`src/rtl/proc_pkg.sv`:
```
// proc_pkg: shared fetch-stage types and constants
package proc_pkg;
  typedef enum logic [1:0] {BOOT, RUN, HALT} fetch_state_t;
  localparam logic [31:0] PC_STEP = 32'd4;
  localparam logic [31:0] PC_READ_OFFSET = 32'd8;
  localparam logic [31:0] NOP_EMPTY = 32'h0;
endpackage

```
`src/rtl/if_id_reg.sv`:
```
// if_id_reg: IF/ID handshake pipeline register with flush, load-enable and hold
module if_id_reg (
  input  logic        clk,
  input  logic        rst,
  input  logic        flush,
  input  logic        load,
  input  logic        ready,
  input  logic [31:0] instr,
  input  logic [31:0] pc,
  input  logic [31:0] pc8,
  output logic        valid,
  output logic [31:0] instr_q,
  output logic [31:0] pc_q,
  output logic [31:0] pc8_q
);
  always_ff @(posedge clk)
    if (rst) begin
      valid <= 1'b0;
      instr_q <= '0;
      pc_q <= '0;
      pc8_q <= '0;
    end else begin
      valid <= flush ? 1'b0 : load ? 1'b1 : valid && !ready;
      if (load && !flush) begin
        instr_q <= instr;
        pc_q <= pc;
        pc8_q <= pc8;
      end
    end
endmodule

```
`src/rtl/fetch_stage.sv`:
```
// fetch_stage: PC/FSM owner feeding the IF/ID register; FETCH_HALT_EN enables halt on empty/out-of-range fetch
module fetch_stage
  import proc_pkg::*;
#(
  parameter logic [31:0] RESET_VECTOR = 32'h0000_0000,
  parameter int          IMEM_WORDS   = 128
) (
  input  logic        CLK,
  input  logic        Reset,
  output logic [31:0] PC,
  input  logic [31:0] Instr,
  input  logic        Redirect,
  input  logic [31:0] RedirectTarget,
  output logic        ValidD,
  input  logic        ReadyD,
  output logic [31:0] InstrD,
  output logic [31:0] PCD,
  output logic [31:0] PCPlus8D,
  output logic [31:0] FetchCount,
  output logic        Halted
);
  fetch_state_t state;
  logic adv, stop, load;
  if (RESET_VECTOR[1:0] != 2'b00 || IMEM_WORDS < 1) begin : g_bad_cfg
    $error("fetch_stage: RESET_VECTOR must be word aligned and IMEM_WORDS positive");
  end
  assign adv = !ValidD || ReadyD;
`ifdef FETCH_HALT_EN
  assign stop = Instr == NOP_EMPTY || PC >= 32'(IMEM_WORDS * 4);
  assign Halted = state == HALT;
`else
  assign stop = 1'b0;
  assign Halted = 1'b0;
`endif
  assign load = state == RUN && adv && !Redirect && !stop;
  always_ff @(posedge CLK)
    if (Reset) begin
      state <= BOOT;
      PC <= RESET_VECTOR;
    end else if (Redirect) begin
      state <= RUN;
      PC <= {RedirectTarget[31:2], 2'b00};
    end else if (state == BOOT) begin
      state <= RUN;
    end else if (state == RUN && adv) begin
      state <= stop ? HALT : RUN;
      PC <= stop ? PC : PC + PC_STEP;
    end
  // a transfer in the redirect cycle still counts: decode has already taken it
  always_ff @(posedge CLK)
    FetchCount <= Reset ? '0 : FetchCount + {31'b0, ValidD && ReadyD};
  if_id_reg u_if_id (
    .clk     (CLK),
    .rst     (Reset),
    .flush   (Redirect),
    .load    (load),
    .ready   (ReadyD),
    .instr   (Instr),
    .pc      (PC),
    .pc8     (PC + PC_READ_OFFSET),
    .valid   (ValidD),
    .instr_q (InstrD),
    .pc_q    (PCD),
    .pc8_q   (PCPlus8D)
  );
endmodule

```
`config.mk`:
```
export PLATFORM = sky130hd
export DESIGN_NAME = fetch_stage
export DESIGN_NICKNAME = d
export VERILOG_FILES = /design/src/rtl/proc_pkg.sv /design/src/rtl/if_id_reg.sv /design/src/rtl/fetch_stage.sv
export SDC_FILE = /design/constraint.sdc
export NUM_CORES = 1
export LEC_CHECK = 0
export CAP_MARGIN = 5
export CORE_MARGIN = 10
export CORE_UTILIZATION = 42
export DETAILED_ROUTE_END_ITERATION = 12
export PLACE_DENSITY = 0.74
export SLEW_MARGIN = 10
export SYNTH_ARGS = -nofsm -noshare
export SYNTH_HDL_FRONTEND = slang
export SYNTH_SLANG_ARGS = --single-unit
```
`constraint.sdc`:
```
create_clock -name CLK -period 1.91 [get_ports CLK]
set_clock_uncertainty 0.1 [all_clocks]
set_input_delay 0.2865 -clock CLK [delete_from_list [all_inputs] [get_ports CLK]]
set_output_delay 0.2865 -clock CLK [all_outputs]
set_load 0.05 [all_outputs]
```
==> results of run 1 <==
routing by layer:
layer,up-vias,global-route usage,share of wire
li1,3883,-,-
met1,4005,0.285,0.39
met2,437,0.383,0.49
met3,60,0.0817,0.10
met4,0,0.0659,0.022
met5,-,0,0
worst reg2reg max path: stages (launching register included):
cell	delay [ps]
dfxtp_4	340
nand4_1	90
buf_4	170
or4_4	570
buf_4	160
or4_4	420
a21oi_2	140
final cells by class:
| type | instances | area [µm²] |
|---|---|---|
| inverters | 9 | 33.8 |
| fillers | 1217 | 4460 |
| repair buffers | 412 | 3740 |
| flip-flops and latches | 155 | 3240 |
| clock inverters | 11 | 96.3 |
| well taps | 220 | 275 |
| clock buffers | 21 | 460 |
| multi-input cells | 635 | 4390 |
worst paths after layout:
kind | endpoint | depth (start not counted)
setup / recovery | FetchCount[29] | 6
hold / removal | u_if_id.instr_q[15] | 2
setup reg to reg | FetchCount[29] | 6
hold reg to reg | u_if_id.pc_q[22] | 2
cell usage after synthesis (6+ instances only):
cell      count  area share
or4_1        27       0.028
dfxtp_1     155        0.43
inv_1         8      0.0042
nor4_1       14       0.012
buf_2        14      0.0097
nand2_1     152       0.079
and3_1        8      0.0070
clkbuf_1     55       0.029
nor2_1       61       0.032
and4_1       12       0.015
o31ai_1      23       0.024
o31a_1        8      0.0097
or3_1        27       0.023
buf_4        12       0.013
xnor2_1      10       0.012
nand3_1      34       0.024
a211oi_1     18       0.019
xor2_1       16       0.019
nor3_1        9      0.0063
nand4_1      24       0.021
a21oi_1      85       0.059
o21ai_0      26       0.018
ha_1          6       0.010
a311oi_1     27       0.033
power by group:
group	internal (µW)	switching, µW
clock network	1860	1400
registers	3350	128
logic	717	1120
flip-flops by register name, indices dropped and copies added (netlist names):
register / flops
FetchCount: 32
PC: 30
state: 1
u_if_id.instr_q: 32
u_if_id.pc8_q: 30
u_if_id.pc_q: 29
u_if_id.valid: 1
per-stage QoR:
step | util | area [µm²] | hold slack (ps) | setup slack, ps | std cells
3_5_place_dp | 0.617 | 10300 | 346 | -686 | 1381
4_1_cts | 0.678 | 11300 | 55.2 | -119 | 1434
6_report | 0.733 | 12200 | 55.2 | -147 | 1463
5_1_grt | 0.733 | 12200 | 63.1 | -181 | 1463
3_3_place_gp | 0.617 | 10300 | 341 | -601 | 1381
2_1_floorplan | - | 7540 | 323 | -271 | 888
kinds of logic after synthesis:
logic type               after synthesis
other                                  1
adder cells (fa/ha/maj)                6
multiplexers                           1
AND/OR/NAND/NOR                      390
flip-flops                           155
AO/OA/AOI/OAI                        205
buffers and inverters                 98
XOR/XNOR                              26
what timing repair did:
action | 4_1_cts | 5_1_grt
endpoints found under the setup margin | 87 | 124
gates resized for setup | 66 | 163
gates cloned | 7 | 4
endpoints found under the hold margin | 0 | 0
buffers inserted | 14 | 30
pin swaps | 34 | 82
==> impl_results.md, run 1 <==
* Layout cells sized above 1 at 0.441
* Final setup fails at 47
* WP buf/inv at 2
* CP startpoint: FetchCount[3]
* CP startpoint kind: flip-flop
* Drt first pass iters at 5
* Vias per cell at 5.73
* Leak at 0.00495 µW
* DIE WIDTH at 151 µm
* Predominant post-synthesis flop cell: dfxtp_1
* RSZ-0062 raised after global routing: true
* Post-Route WL at 29.9 mm
* Post-synth EDFFs at 0
* Largest net degree at the start of global routing at 47
* Num ports at 230
* Hold WC Path Type: in2reg
* Hold-fix buffers, CTS at 0
* PwrDens at 701 mW/mm²
* Routability cong. at 0.891
* Minimum clock period at 2060 ps
* Slew Viols, Final at 0
* Peak Freq at 486 MHz
* Hold_sp: Reset
* Cell chosen for the clock root: clkbuf_16
* Adder-cell share of the synthesized area at 0.0104
* Starting DRT DRC Count at 681
* Die Y at 151 µm
* Post-synth cell types at 54
* Vias at 8385
* Cell family with most CP delay: simple AND/OR/NAND/NOR gates
* Clk Latency, worst-skew pair at 430 ps
* Worst Max-Slew Pin Slew at 613 ps
* Relative slew slack at 0.591
* Peak VDD IR at 0.645 mV
* CTS tree: built
* Initial antenna violation count at 0
* Ys Warns at 0
* Most frequent cells in the layout: buf_4 (277), nand2_1 (122), dfxtp_1 (109)
* CTS Buf Count at 17
* # DRC at 0
* Total power at 8580 µW
* CP arrival at 2310 ps
* Critical Setup Path Class: reg2reg
* Setup slack after layout at -147 ps
* Full die area at 0.0228 mm²
* NumNets Final at 1304
* Multiplexer area fraction after synthesis at 0.00157
* Crit path max fanout at 5
* Xor and xnor area share after synthesis at 0.0317
* Core area at 0.0167 mm²
* GRT Residual Overflow at 0
* H-tree Lvls at 4
* Commonest non-fill, non-tap cell in the layout: buf_4
* Ant diodes at 0
* Clock Path Buffers at 2
* FFs w/ async S/R, synth at 0
* FF+latch count, synth at 155
* Final Hold Vio Count at 0
* Setup TNS at -1490 ps
* Vias in the first global route at 7798
* Total GRT Usage at 0.234
* Outcome: finished, violations left
* Crit-path cells: nand4_1 > buf_4 > or4_4 > buf_4 > or4_4 > a21oi_2
* CP peak stage delay at 570 ps
* Critical-path top delay cell: or4_4
* Worst EP required at 2170 ps
* Syn Inst Count at 882
* R2r startpoint: FetchCount[3]
* Critical path endpoint category: flip-flop
* Post-synthesis simple-gate area fraction at 0.271
* Wire per inst at 20.4 µm
* Synth Area in Compound Gates at 0.186
* Final worst-path cycle share at 1.08
* Violated checks: negative setup slack
* First-pass GRT wire length at 42.6 mm
* Mapped cell area at 0.00719 mm²
* Sequential fraction of the synthesis area at 0.432
* R2r setup slk at -150 ps
* Max-cap viol count at 0
* Area Overhead vs Synth at 70.3%
* Starting Density at 0.430
* DP HPWL at 19.7 mm
* Synth Area per Inst at 8.15 µm²
* Site Rows at 47
* Clk sink count at 155
* Clk pin slew, worst setup/hold paths at 60 ps
* Antenna viol nets, final at 0
* Port Buffers at 220
* Largest family of logic cells by synthesized area: simple AND/OR/NAND/NOR gates
Power figures use the tool's default switching activity.
==> run 2: changes to the inputs <==
--- a/config.mk
+++ b/config.mk
@@ -10,7 +10,7 @@
 export CORE_UTILIZATION = 42
 export DETAILED_ROUTE_END_ITERATION = 12
 export PLACE_DENSITY = 0.74
-export SLEW_MARGIN = 10
+export SLEW_MARGIN = 20
 export SYNTH_ARGS = -nofsm -noshare
 export SYNTH_HDL_FRONTEND = slang
 export SYNTH_SLANG_ARGS = --single-unit
==> results of run 2 <==
The final DEF is identical to that of run 1; final timing and power are the same.
